### src/rtl/i2c_pkg.sv
// ----------------------------------------------------------------------------
// i2c_pkg
// Shared definitions for the i2c_arbiter slice: data-path widths, the arbiter
// FSM state encoding (one-hot, same style as the i2c_ctrl master) and a small
// helper that normalises a requested byte count.
// ----------------------------------------------------------------------------
package i2c_pkg;

    localparam int ADDR_W = 7;
    localparam int BYTE_W = 8;

    // One-hot arbiter states.
    typedef enum logic [5:0] {
        ARB_IDLE      = 6'b000001,
        ARB_ARB       = 6'b000010,
        ARB_LAUNCH    = 6'b000100,
        ARB_WAIT_BUSY = 6'b001000,
        ARB_XFER      = 6'b010000,
        ARB_FINISH    = 6'b100000
    } arb_state_e;

    // A requested count of zero still moves one byte.
    function automatic logic [BYTE_W-1:0] norm_bytes(input logic [BYTE_W-1:0] b);
        return (b == '0) ? BYTE_W'(1) : b;
    endfunction

endpackage

### src/rtl/i2c_arbiter_rr_pick.sv
// ----------------------------------------------------------------------------
// rr_pick
// Combinational round-robin priority encoder. The search starts at index ptr
// and wraps; the first set request bit wins.
//   req   in   N      request vector
//   ptr   in   IDX_W  index with highest priority this round (must be < N)
//   grant out  N      one-hot winner (all zero when no request)
//   idx   out  IDX_W  binary index of the winner
//   found out  1      at least one request was set
// ----------------------------------------------------------------------------
module rr_pick #(
    parameter int N     = 4,
    parameter int IDX_W = 2
) (
    input  logic [N-1:0]     req,
    input  logic [IDX_W-1:0] ptr,
    output logic [N-1:0]     grant,
    output logic [IDX_W-1:0] idx,
    output logic             found
);

    always_comb begin
        int j;
        j     = 0;
        grant = '0;
        idx   = '0;
        found = 1'b0;
        for (int k = 0; k < N; k++) begin
            j = int'(ptr) + k;
            if (j >= N) begin
                j = j - N;
            end
            if (!found && req[j]) begin
                found    = 1'b1;
                idx      = IDX_W'(j);
                grant[j] = 1'b1;
            end
        end
    end

endmodule

### src/rtl/i2c_arbiter.sv
// ----------------------------------------------------------------------------
// i2c_arbiter
// Round-robin arbiter and transaction sequencer sharing one i2c_ctrl master
// between N_REQ requesters. The winner's command is latched into shadow
// registers, the master is launched with a one-cycle m_start, write bytes are
// pulled from the grantee one at a time and read bytes are returned to it.
//
// Optional feature macro: I2C_ARB_TIMEOUT_EN (watchdog in WAIT_BUSY/XFER that
// forces FINISH with err after TIMEOUT_CYC cycles without a byte_done edge).
//
// Ports
//   clk, rst        clock, synchronous active-high reset
//   req/req_wr      per-requester level request and direction (1=write)
//   req_addr        packed 7-bit addresses, slice i = requester i
//   req_bytes       packed byte counts (0 means 1)
//   req_wdata       packed next write byte
//   grant           one-hot owner of the master
//   wdata_pull      pulse: grantee presents its next write byte next cycle
//   rdata/rdata_valid  read byte and per-requester valid pulse
//   done/err        end-of-transfer pulse and error flag
//   m_*             interface to i2c_ctrl
//   dbg_state       current FSM state (one-hot)
// ----------------------------------------------------------------------------
module i2c_arbiter
    import i2c_pkg::*;
#(
    parameter int N_REQ       = 4,
    parameter int BUSY_WAIT   = 4,
    parameter int TIMEOUT_CYC = 4096
) (
    input  logic                    clk,
    input  logic                    rst,
    input  logic [N_REQ-1:0]        req,
    input  logic [N_REQ-1:0]        req_wr,
    input  logic [7*N_REQ-1:0]      req_addr,
    input  logic [8*N_REQ-1:0]      req_bytes,
    input  logic [8*N_REQ-1:0]      req_wdata,
    output logic [N_REQ-1:0]        grant,
    output logic [N_REQ-1:0]        wdata_pull,
    output logic [7:0]              rdata,
    output logic [N_REQ-1:0]        rdata_valid,
    output logic [N_REQ-1:0]        done,
    output logic                    err,
    output logic                    m_start,
    output logic                    m_wr,
    output logic [6:0]              m_addr,
    output logic [7:0]              m_bytes,
    output logic [7:0]              m_wdata,
    input  logic                    m_busy,
    input  logic                    m_byte_done,
    input  logic [7:0]              m_rdata,
    output logic [5:0]              dbg_state
);

    localparam int IDX_W = (N_REQ > 2) ? $clog2(N_REQ) : 1;

    arb_state_e          state_q, state_d;
    logic [N_REQ-1:0]    grant_q, grant_d;
    logic [IDX_W-1:0]    idx_q, idx_d;
    logic [IDX_W-1:0]    ptr_q, ptr_d;
    logic [BYTE_W-1:0]   cnt_q, cnt_d;
    logic                sh_wr_q, sh_wr_d;
    logic [ADDR_W-1:0]   sh_addr_q, sh_addr_d;
    logic [BYTE_W-1:0]   sh_bytes_q, sh_bytes_d;
    logic [BYTE_W-1:0]   m_wdata_q, m_wdata_d;
    logic [N_REQ-1:0]    wdata_pull_q, wdata_pull_d;
    logic                cap_q, cap_d;
    logic [BYTE_W-1:0]   rdata_q, rdata_d;
    logic [N_REQ-1:0]    rdata_valid_q, rdata_valid_d;
    logic                bd_prev_q, bd_prev_d;
    logic                busy_prev_q, busy_prev_d;
    logic [15:0]         wait_cnt_q, wait_cnt_d;
    logic                err_flag_q, err_flag_d;
    logic                fin_pend_q, fin_pend_d;
`ifdef I2C_ARB_TIMEOUT_EN
    logic [15:0]         wd_q, wd_d;
`endif

    logic [N_REQ-1:0]    pick_grant;
    logic [IDX_W-1:0]    pick_idx;
    logic                pick_found;
    logic                bd_edge;
    logic                busy_fall;
    logic [BYTE_W-1:0]   cnt_inc;

    rr_pick #(
        .N     (N_REQ),
        .IDX_W (IDX_W)
    ) u_rr_pick (
        .req   (req),
        .ptr   (ptr_q),
        .grant (pick_grant),
        .idx   (pick_idx),
        .found (pick_found)
    );

    always_comb begin
        state_d       = state_q;
        grant_d       = grant_q;
        idx_d         = idx_q;
        ptr_d         = ptr_q;
        cnt_d         = cnt_q;
        sh_wr_d       = sh_wr_q;
        sh_addr_d     = sh_addr_q;
        sh_bytes_d    = sh_bytes_q;
        m_wdata_d     = m_wdata_q;
        wdata_pull_d  = '0;
        cap_d         = |wdata_pull_q;
        rdata_d       = rdata_q;
        rdata_valid_d = '0;
        bd_prev_d     = m_byte_done;
        busy_prev_d   = m_busy;
        wait_cnt_d    = wait_cnt_q;
        err_flag_d    = err_flag_q;
        fin_pend_d    = fin_pend_q;

        // A held byte_done level counts once; only the rising edge matters.
        bd_edge   = m_byte_done & ~bd_prev_q;
        busy_fall = ~m_busy & busy_prev_q;
        cnt_inc   = (cnt_q == 8'hFF) ? cnt_q : cnt_q + 8'd1;

        // The grantee answered the pull one cycle ago; take its byte now.
        if (cap_q) begin
            m_wdata_d = req_wdata[idx_q*BYTE_W +: BYTE_W];
        end

        unique case (state_q)
            ARB_IDLE: begin
                if (|req) begin
                    state_d = ARB_ARB;
                end
            end
            ARB_ARB: begin
                if (pick_found) begin
                    grant_d    = pick_grant;
                    idx_d      = pick_idx;
                    ptr_d      = (int'(pick_idx) == N_REQ - 1) ? '0 : pick_idx + IDX_W'(1);
                    sh_wr_d    = req_wr[pick_idx];
                    sh_addr_d  = req_addr[pick_idx*ADDR_W +: ADDR_W];
                    sh_bytes_d = norm_bytes(req_bytes[pick_idx*BYTE_W +: BYTE_W]);
                    m_wdata_d  = req_wdata[pick_idx*BYTE_W +: BYTE_W];
                    cnt_d      = '0;
                    state_d    = ARB_LAUNCH;
                end else begin
                    state_d = ARB_IDLE;
                end
            end
            ARB_LAUNCH: begin
                wait_cnt_d = '0;
                err_flag_d = 1'b0;
                fin_pend_d = 1'b0;
                state_d    = ARB_WAIT_BUSY;
            end
            ARB_WAIT_BUSY: begin
                if (m_busy) begin
                    state_d = ARB_XFER;
                end else if (wait_cnt_q == 16'(BUSY_WAIT - 1)) begin
                    err_flag_d = 1'b1;
                    state_d    = ARB_FINISH;
                end else begin
                    wait_cnt_d = wait_cnt_q + 16'd1;
                end
            end
            ARB_XFER: begin
                if (bd_edge) begin
                    cnt_d = cnt_inc;
                    if (sh_wr_q) begin
                        if (cnt_inc < sh_bytes_q) begin
                            wdata_pull_d = grant_q;
                        end
                    end else if (cnt_inc <= sh_bytes_q) begin
                        rdata_d       = m_rdata;
                        rdata_valid_d = grant_q;
                    end
                end
                // A byte edge coinciding with the busy fall is serviced first,
                // so FINISH is taken one cycle later.
                if (fin_pend_q) begin
                    state_d = ARB_FINISH;
                end else if (busy_fall) begin
                    if (bd_edge) begin
                        fin_pend_d = 1'b1;
                    end else begin
                        state_d = ARB_FINISH;
                    end
                end
            end
            ARB_FINISH: begin
                grant_d    = '0;
                err_flag_d = 1'b0;
                fin_pend_d = 1'b0;
                state_d    = ARB_IDLE;
            end
            default: begin
                state_d = ARB_IDLE;
            end
        endcase

`ifdef I2C_ARB_TIMEOUT_EN
        wd_d = '0;
        if (state_q == ARB_WAIT_BUSY || state_q == ARB_XFER) begin
            if (bd_edge) begin
                wd_d = '0;
            end else if (wd_q == 16'(TIMEOUT_CYC - 1)) begin
                wd_d       = wd_q;
                state_d    = ARB_FINISH;
                err_flag_d = 1'b1;
                fin_pend_d = 1'b0;
            end else begin
                wd_d = wd_q + 16'd1;
            end
        end
`endif
    end

    always_ff @(posedge clk) begin
        if (rst) begin
            state_q       <= ARB_IDLE;
            grant_q       <= '0;
            idx_q         <= '0;
            ptr_q         <= '0;
            cnt_q         <= '0;
            sh_wr_q       <= 1'b0;
            sh_addr_q     <= '0;
            sh_bytes_q    <= '0;
            m_wdata_q     <= '0;
            wdata_pull_q  <= '0;
            cap_q         <= 1'b0;
            rdata_q       <= '0;
            rdata_valid_q <= '0;
            bd_prev_q     <= 1'b0;
            busy_prev_q   <= 1'b0;
            wait_cnt_q    <= '0;
            err_flag_q    <= 1'b0;
            fin_pend_q    <= 1'b0;
`ifdef I2C_ARB_TIMEOUT_EN
            wd_q          <= '0;
`endif
        end else begin
            state_q       <= state_d;
            grant_q       <= grant_d;
            idx_q         <= idx_d;
            ptr_q         <= ptr_d;
            cnt_q         <= cnt_d;
            sh_wr_q       <= sh_wr_d;
            sh_addr_q     <= sh_addr_d;
            sh_bytes_q    <= sh_bytes_d;
            m_wdata_q     <= m_wdata_d;
            wdata_pull_q  <= wdata_pull_d;
            cap_q         <= cap_d;
            rdata_q       <= rdata_d;
            rdata_valid_q <= rdata_valid_d;
            bd_prev_q     <= bd_prev_d;
            busy_prev_q   <= busy_prev_d;
            wait_cnt_q    <= wait_cnt_d;
            err_flag_q    <= err_flag_d;
            fin_pend_q    <= fin_pend_d;
`ifdef I2C_ARB_TIMEOUT_EN
            wd_q          <= wd_d;
`endif
        end
    end

    // m_start is masked by rst so a launch can never coincide with reset.
    assign m_start     = (state_q == ARB_LAUNCH) & ~rst;
    assign done        = (state_q == ARB_FINISH) ? grant_q : '0;
    assign err         = (state_q == ARB_FINISH) & err_flag_q;
    assign grant       = grant_q;
    assign wdata_pull  = wdata_pull_q;
    assign rdata       = rdata_q;
    assign rdata_valid = rdata_valid_q;
    assign m_wr        = sh_wr_q;
    assign m_addr      = sh_addr_q;
    assign m_bytes     = sh_bytes_q;
    assign m_wdata     = m_wdata_q;
    assign dbg_state   = state_q;

endmodule

### config.mk
export PLATFORM = sky130hd
export DESIGN_NAME = i2c_arbiter
export DESIGN_NICKNAME = d
export VERILOG_FILES = /design/src/rtl/i2c_pkg.sv /design/src/rtl/i2c_arbiter_rr_pick.sv /design/src/rtl/i2c_arbiter.sv
export SDC_FILE = /design/constraint.sdc
export NUM_CORES = 1
export LEC_CHECK = 0
export ABC_AREA = 1
export BUFFER_PORTS_ARGS = -buffer_cell sky130_fd_sc_hd__buf_2
export CORE_UTILIZATION = 40
export DETAILED_ROUTE_END_ITERATION = 8
export PLACE_DENSITY = 0.65
export SYNTH_ARGS = -nofsm -noshare
export SYNTH_HDL_FRONTEND = slang
export SYNTH_SLANG_ARGS = --single-unit
### constraint.sdc
create_clock -name clk -period 5.91 [get_ports clk]
set_input_delay 0.8865 -clock clk [delete_from_list [all_inputs] [get_ports clk]]
set_output_delay 0.8865 -clock clk [all_outputs]
set_load 0.02 [all_outputs]
# Word-level counts from Yosys, hierarchy flattened
# Index checks and enable logic that the tools add are counted.
# totals
wordCells	177
out_inout_bits	56
ff_bits	83
in_bits	112
# classes
magnitude_cmp	15
n_eq_ne	18
muxes	68
bitwise	15
n_mul	1
shifts	4
reduce_logical	28
add_sub_neg	10
# op_table
operator	n
$ge A32 B1 Y1 const B	4
$lt A32 B4 Y1 const B	4
$mux W32	4
$ge A32 B4 Y1 const B	3
$shiftx A32 B6 Y8	3
$sub A32 B4 Y32 const B	3
$mux W8	7
$mux W6	6
$mux W16	2
$pmux W16 S2	1
$pmux W6 S5	1
$shiftx A28 B6 Y7	1
$mux W4	6
$mux W1	22
$add A16 B1 Y16 const B	1
$eq A16 B2 Y1 const B	1
$pmux W8 S2	1
$ne A2 B2 Y1 const B	6
$or A4 B4 Y4	3
$bmux W1 S2	5
$mux W2	5
$reduce_bool A2 Y1	5
$reduce_or A5 Y1	2
$ne A3 B3 Y1 const B	3
other kinds (32)	60

# Depth between registers and ports, before layout
# Gate-level depths: netlist of run 1.
# logic_depth
ltp_word	18
ltp_mapped	20

# Cells and area by module
# From an unflattened synthesis of run 1, not the netlist that was laid out.
# unflattened
hier_cells	858
area_unflattened_um2	5393.9
# by_module_without_submodules
mod	area_each_um2	n_inst	seq_area_each_um2	cells_per_inst
i2c_arbiter	4916.0	1	1661.6	781
rr_pick	478.0	1	0.0	77

# Least setup slack after synthesis of run 1
# No wires, ideal clock.
# synth_path
path_type	register -> register
start	register cnt_q[0]
end	register rdata_valid_q[0], in the netlist rdata_valid[0]
setup_ns	0.065
required_ns	5.845
n_path_buf	0
stages_incl_launch_ff	20
arrival_ns	2.822
setup_slack_ns	3.023
path_cell_list	dfxtp_1 ha_1 nand3_1 nor2_1 nand2_1 nor2_1 inv_1 nor2_1 inv_1 o21ai_0 ha_1 a21oi_1 nor2_1 a211oi_1 o21ai_0 o21ai_0 nand4_1 clkinv_1 nand2_1 nor2_1
# synth_between
elab_chain_len	5
# synth_lines
element	line_no	source
from (decl)	i2c_arbiter.sv:61	logic [BYTE_W-1:0] cnt_q, cnt_d;
from (signal assigned)	i2c_arbiter.sv:244	cnt_q <= cnt_d;
$add A8 B1 Y8 / $eq A8 B8 Y1 (equally long branches)	i2c_arbiter.sv:120	cnt_inc = (cnt_q == 8'hFF) ? cnt_q : cnt_q + 8'd1;
$mux W8 (*)	i2c_arbiter.sv:120	
$le A8 B8 Y1 (*)	i2c_arbiter.sv:171	end else if (cnt_inc <= sh_bytes_q) begin
$not A1 Y1 (no line) (*)	n/a	
$reduce_or A5 Y1 (no line) (*)	n/a	
to (signal assigned)	i2c_arbiter.sv:252	rdata_valid_q <= rdata_valid_d;
to (decl)	i2c_arbiter.sv:69	logic [N_REQ-1:0] rdata_valid_q, rdata_valid_d;
# Mark *: on every way between the ends. The rest lies on a longest branch, timed or not.
# A chain may end at the register's enable or synchronous reset.

# Final worst setup path of run 1
# layout_path
start	register ptr_q[0]
end	register m_wdata_q[6], in the netlist m_wdata[6]
# layout_between
elab_chain_len	18
# layout_lines
element	line_no	source
from (decl)	i2c_arbiter.sv:60	logic [IDX_W-1:0] ptr_q, ptr_d;
from (signal assigned)	i2c_arbiter.sv:243	ptr_q <= ptr_d;
branches (longest 16 deep; another with $sub A32 B4 Y32)	n/a	
$mux W8 (*)	i2c_arbiter.sv:134	if (pick_found) begin
$mux W8 (*)	i2c_arbiter.sv:127	unique case (state_q)
to (signal assigned)	i2c_arbiter.sv:248	m_wdata_q <= m_wdata_d;
to (decl)	i2c_arbiter.sv:65	logic [BYTE_W-1:0] m_wdata_q, m_wdata_d;
# Mark *: on every way between the ends. The select of a mux whose other input is x is not followed.

==> qor.txt, run 1 <==
# H-tree levels -> 3
Synth warnings -> 0
Slew headroom -> 34.7%
Tot Pwr -> 1.89 mW
CP Capture Type -> flip-flop
drt first pass iters -> 4
Flop pwr share -> 34.0%
CP max stage cell -> dfxtp_1
compound-gate portion of the synthesized area -> 18.5%
ys flop type -> dfxtp_1
Int Pwr -> 1.16 mW
clk root buf -> clkbuf_16
Crit Path Category -> reg -> reg
GP Congestion -> 0.849
Clock Path Buffers -> 2
Synth area leaders -> dfxtp_1, nand2_1, nor2_1
sw frac -> 38.9%
number of CTS-inserted buffers -> 9
number of port buffers -> 167
Post-synth EDFFs -> 0
outcome -> complete, no violations
Post-Syn Area -> 0.00530 sq mm
Clock Skew -> 0.0100 ns
pwr dens -> 293 mW/mm^2
Initial Util -> 41.5%
clk_lat worst skew -> 0.34 ns
Post-Place Setup Slack -> 2.27 ns
ys async rst share -> 0%
clock share of power -> 29.5%
post-CTS sizing -> 0
Clock Pin Slew Worst Setup and Hold Paths -> 0.07 ns
register area -> 0.00166 sq mm
hold crit path type -> reg -> reg
WL final -> 15700 microns
total negative slack -> 0 ns
total track usage -> 23.8%
DP HPWL -> 11700 microns
most common cell type on the critical path -> nor2_1
Mapped Cells -> 817
CTS tree -> built
Hold Buf Count CTS -> 0
reg2reg path depth -> 14
CP startpoint -> ptr_q[0]
Initial DRC Count -> 269
Yosys top cell area share -> 31.4%
row cnt -> 41
final slew viol count -> 0
Nets -> 1086
simple-gate share of the synthesized area -> 34.1%
Max VDD drop -> 0.000133 V
global route overflow -> 0
worst endpoint data arrival time -> 3.95 ns
Chip Width -> 117 microns
Comb power frac -> 36.5%
Synth Area in Adders -> 3.31%
largest area contributor in the netlist -> dfxtp_1
Core ar. -> 0.0128 sq mm
critical path capture point -> m_wdata[6]
Worst Path Required -> 6.17 ns
mux share of post-synthesis cell area -> 0%
register area share after synthesis -> 31.4%
final worst slack -> 2.22 ns
drt drc -> 0
Avg Inst Size Synth -> 6.48 sq um
worst r2r src -> ptr_q[0]
R2R Setup Slk -> 2.22 ns
die outline area -> 0.0137 sq mm
top cells by instance count after synthesis -> nand2_1, nor2_1, inv_1
WHS Path Cells -> 2
Switch Pwr -> 735 uW
setup bufs post-CTS -> 0
Seq cells post-synth -> 83
first-pass GRT wire length -> 25600 microns
# clock sinks -> 83
Synth Area in XOR/XNOR -> 1.65%
setup violators final -> 0
initial antenna violation count -> 1
main combinational cell family by area after synthesis -> simple AND/OR/NAND/NOR gates
Critical Path Start Type -> flip-flop
Synth cell types -> 44
pin count of the biggest net entering global routing -> 57
RSZ-0062 raised after global routing -> false
Area Growth Syn to Fin -> 22.0%
Final Hold Vio Count -> 0
area of the multi-input gates -> 0.00305 sq mm
critical-path cell list -> inv_2 -> ha_1 -> inv_1 -> nand3_2 -> nand2_4 -> a21oi_1 -> nand2_1 -> nand2_4 -> inv_2 -> nor2_1 -> nand2_1 -> a21oi_1 -> nor2_1 -> nor2_1
routed vias/inst -> 5.10
layout cells sized above 1 -> 21.5%
detailed-route via count -> 5795
minimum clock period -> 3.69 ns
crit-path max FO -> 56
Worst R2R End -> m_wdata[6]
vias in the first global route -> 5370
Fillers -> 1338
Routed Antenna Nets -> 0
Max stage delay on crit path -> 0.63 ns
Max-cap violations -> 0
I/O Pins -> 168
syn nets -> 943
most common cell in the netlist -> nand2_1
Max Freq -> 0.271 GHz
Worst-Margin Slew -> 0.978 ns
Lkg Pwr -> 2.99 nW
WL per Instance -> 13.8 microns
period utilisation layout -> 62.4%
die height -> 117 microns
## layout by cell type (no fill, tap or decap), types with 2 or more instances in the layout
master / n
nand3_2: 5
nor4_1: 12
buf_2: 167
nor2_2: 3
dfxtp_1: 83
o22ai_1: 5
nor2_1: 116
o221ai_1: 4
a211oi_1: 11
a22oi_1: 4
buf_4: 2
a21oi_1: 60
xor2_1: 9
nor3_1: 20
ha_1: 14
nand4_1: 8
clkinv_1: 5
clkbuf_16: 9
o211ai_1: 13
o21ai_0: 62
nand2_4: 4
nand3_1: 77
o21ai_1: 7
inv_1: 94
clkinvlp_4: 3
nand2_1: 140
inv_2: 2
nand2_2: 3
o21bai_1: 3
o21a_1: 2
## worst min path at each step
stage	from	to	slack, ns
floorplan	wait_cnt_q[1]	wait_cnt_q[1]	0.46
global placement	rdata[7]	rdata[7]	0.46
detailed placement	rdata[2]	rdata[2]	0.47
CTS	rdata[2]	rdata[2]	0.48
global route	rdata[0]	rdata[0]	0.50
finish	rdata[2]	rdata[2]	0.48
## per-stage QoR
step	hold slack, ns	cells	utilization [%]	area [sq um]
after detailed placement	0.469	1121	48.3	6160
after CTS	0.483	1136	50.5	6450
after floorplan	0.458	817	-	5300
final	0.478	1137	50.6	6460
after global placement	0.463	1121	48.3	6160
after global routing	0.502	1137	50.6	6460
## registers in the layout, summed over array words and instances (netlist names), 4 cells and up
| name | count |
|---|---|
| dbg_state | 6 |
| m_addr | 7 |
| m_wdata | 8 |
| wdata_pull | 4 |
| m_bytes | 8 |
| grant | 4 |
| cnt_q | 8 |
| rdata | 8 |
| wait_cnt_q | 16 |
| rdata_valid | 4 |
## final cells by class
type / instances / share of cell area (%)
Tap cell: 172 / 3.33
Sequential cell: 83 / 25.7
Multi-Input combinational cell: 595 / 47.2
Antenna cell: 1 / 0.0388
Inverter: 102 / 5.97
Clock inverter: 6 / 1.03
Timing Repair Buffer: 169 / 13.2
Clock buffer: 9 / 3.49
## worst max-delay path, delay by kind of cell (launching register included)
kind	cells	cell delay [ns]
adders and majority gates	1	0.38
AOI/OAI and AO/OA	2	0.30
DFF	1	0.63
and+or+nand+nor	8	1.65
buffers and inverters	3	0.61
## logic make-up (layout without fill, tap and decap cells)
| group | count (synthesis) | after routing |
|---|---|---|
| AOI/OAI and AO/OA | 174 | 174 |
| xor gates and xnor gates | 10 | 10 |
| adders and majority gates | 14 | 14 |
| buffers and inverters | 139 | 286 |
| DFF | 83 | 83 |
| other | 0 | 1 |
| and+or+nand+nor | 397 | 397 |
## layer usage
| metal | vias to the layer above | part of all wire (%) | GRT usage [%] |
|---|---|---|---|
| li1 | 3007 | - | - |
| met1 | 2571 | 46 | 30.5 |
| met2 | 203 | 45 | 40.3 |
| met3 | 14 | 6.9 | 4.94 |
| met4 | 0 | 1.2 | 7.09 |
| met5 | - | 0 | 0 |
## power groups by stage
stage / combinational, mW / sequential, mW / clock (mW)
after floorplan: 0.511 / 0.672 / 0
after global placement: 0.690 / 0.655 / 0
after detailed placement: 0.687 / 0.655 / 0
after CTS: 0.691 / 0.644 / 0.568
after global routing: 0.787 / 0.650 / 0.593
final: 0.690 / 0.643 / 0.558
No activity file was read; power rests on OpenSTA's default activity.
==> run 2, diff against run 1 <==
==> constraint.sdc (replaced) <==
create_clock -name clk -period 3.7 [get_ports clk]
set_input_delay 0.555 -clock clk [delete_from_list [all_inputs] [get_ports clk]]
set_output_delay 0.555 -clock clk [all_outputs]
set_load 0.02 [all_outputs]
==> qor.txt, run 2 (synthesis gave the netlist of run 1 again) <==
number of CTS-inserted buffers -> 9
worst hold margin -> 0.450 ns
Lkg Pwr -> 3.04 nW
Clock Path Buffers -> 2
DP HPWL -> 11600 microns
Area Growth Syn to Fin -> 23.1%
register area -> 0.00166 sq mm
detailed-route via count -> 5830
minimum clock period -> 3.28 ns
initial antenna violation count -> 0
RSZ-0062 raised after global routing -> false
grt met1 use -> 30.0%
non-filler instance count after layout -> 1144
Slew headroom -> 49.3%
clk_lat worst skew -> 0.35 ns
drt first pass iters -> 5
Max-cap violations -> 0
die height -> 117 microns
# H-tree levels -> 3
drt drc -> 0
Hold Buf Count CTS -> 0
hold crit path type -> in -> reg
Clock Pin Slew Worst Setup and Hold Paths -> 0.06 ns
Crit Path Category -> reg -> reg
clk root buf -> clkbuf_16
WL final -> 15300 microns
Core ar. -> 0.0128 sq mm
Largest register FFs -> 16
WL per Instance -> 13.4 microns
Routed Antenna Nets -> 0
Worst Path Required -> 3.94 ns
period utilisation layout -> 88.7%
# clock sinks -> 83
CTS tree -> built
vias in the first global route -> 5369
final worst slack -> 0.417 ns
most frequent cells in the layout -> buf_2, nand2_1, nor2_1
Critical Path Start Type -> flip-flop
Worst-Margin Slew -> 0.760 ns
gr busiest metal -> met2
number of port buffers -> 167
setup violators final -> 0
row cnt -> 41
most common cell after layout, fill and taps aside -> buf_2
crit-path max FO -> 6
Nets -> 1094
routed vias/inst -> 5.10
Max Freq -> 0.305 GHz
CP Capture Type -> flip-flop
total track usage -> 23.3%
outcome -> complete, no violations
Final Hold Vio Count -> 0
Max VDD drop -> 0.000205 V
placed cell count -> 1128
layout cells sized above 1 -> 22.1%
I/O Pins -> 168
worst endpoint data arrival time -> 3.53 ns
Chip Width -> 117 microns
pwr dens -> 467 mW/mm^2
global route overflow -> 0
Initial Util -> 41.5%
total negative slack -> 0 ns
GP Congestion -> 0.858
pin count of the biggest net entering global routing -> 38
final slew viol count -> 0
Fillers -> 1348
first-pass GRT wire length -> 25000 microns
met3 usage -> 7.16%
Post-Place Setup Slack -> 0.306 ns
M2 GR Usage -> 37.6%
fin util -> 51.0%
Top reg by flops -> wait_cnt_q
die outline area -> 0.0137 sq mm
Antenna diodes -> 0
Clock Skew -> 0.00708 ns
Initial DRC Count -> 280
area of the multi-input gates -> 0.00305 sq mm
run 2: cell count changes in the layout (fill, tap and decap cells not counted):
cell,previous run,this run
clkbuf_1,0,1
inv_2,2,3
clkinv_2,1,0
clkinvlp_4,3,1
clkinv_4,0,2
diode_2,1,0
buf_4,2,10
clkinv_1,5,4
run 2: metrics by stage:
stage / power [mW] / cell area (sq um)
finish: 3.04 / 6520
global route: 3.26 / 6520
CTS: 3.07 / 6510
detailed placement: 2.16 / 6220
global placement: 2.16 / 6220
floorplan: 1.89 / 5300
run 2: final cells by class:
type                            instances  share of cell area [%]
Clock buffer                           10                    3.51
Clock inverter                          5                   0.979
Inverter                              102                    5.91
Multi-Input combinational cell        595                    46.8
Sequential cell                        83                    25.5
Tap cell                              172                    3.30
Timing Repair Buffer                  177                    14.0
run 2: final timing paths:
| kind | startpoint | end | slack [ns] | depth (start not counted) |
|---|---|---|---|---|
| max | cnt_q[0] | rdata[0] | 0.42 | 19 |
| min | m_byte_done | bd_prev_q | 0.45 | 3 |
| max reg2reg | cnt_q[0] | rdata[0] | 0.42 | 19 |
| min reg2reg | grant[2] | grant[2] | 0.47 | 2 |
run 2: repair_timing:
action | in CTS | in global routing
setup endpoints to repair | 0 | 7
buffers inserted | 0 | 1
resized for setup | 0 | 1
run 2: worst max-delay path: stages (launching register included):
cell	delay (ns)
dfxtp_1	0.37
ha_1	0.21
nand3_1	0.12
nor2_1	0.14
nand2_1	0.06
nor2_1	0.11
inv_1	0.07
nor2_1	0.25
inv_1	0.15
o21ai_0	0.25
ha_1	0.29
a21oi_1	0.14
nor2_1	0.05
a211oi_1	0.15
o21ai_0	0.11
o21ai_0	0.09
nand4_1	0.18
buf_4	0.21
o21ai_0	0.16
nor2_1	0.06
run 2: report_power, final:
group / internal, mW / switching, mW
Combinational: 0.383 / 0.744
Clock: 0.524 / 0.374
Sequential: 0.959 / 0.0573
Total: 1.87 / 1.18
run 2: layer usage:
metal | part of all wire [%] | vias up
met2 | 43 | 235
li1 | - | 3021
met1 | 46 | 2557
met5 | 0 | -
met3 | 9.1 | 17
met4 | 1.5 | 0
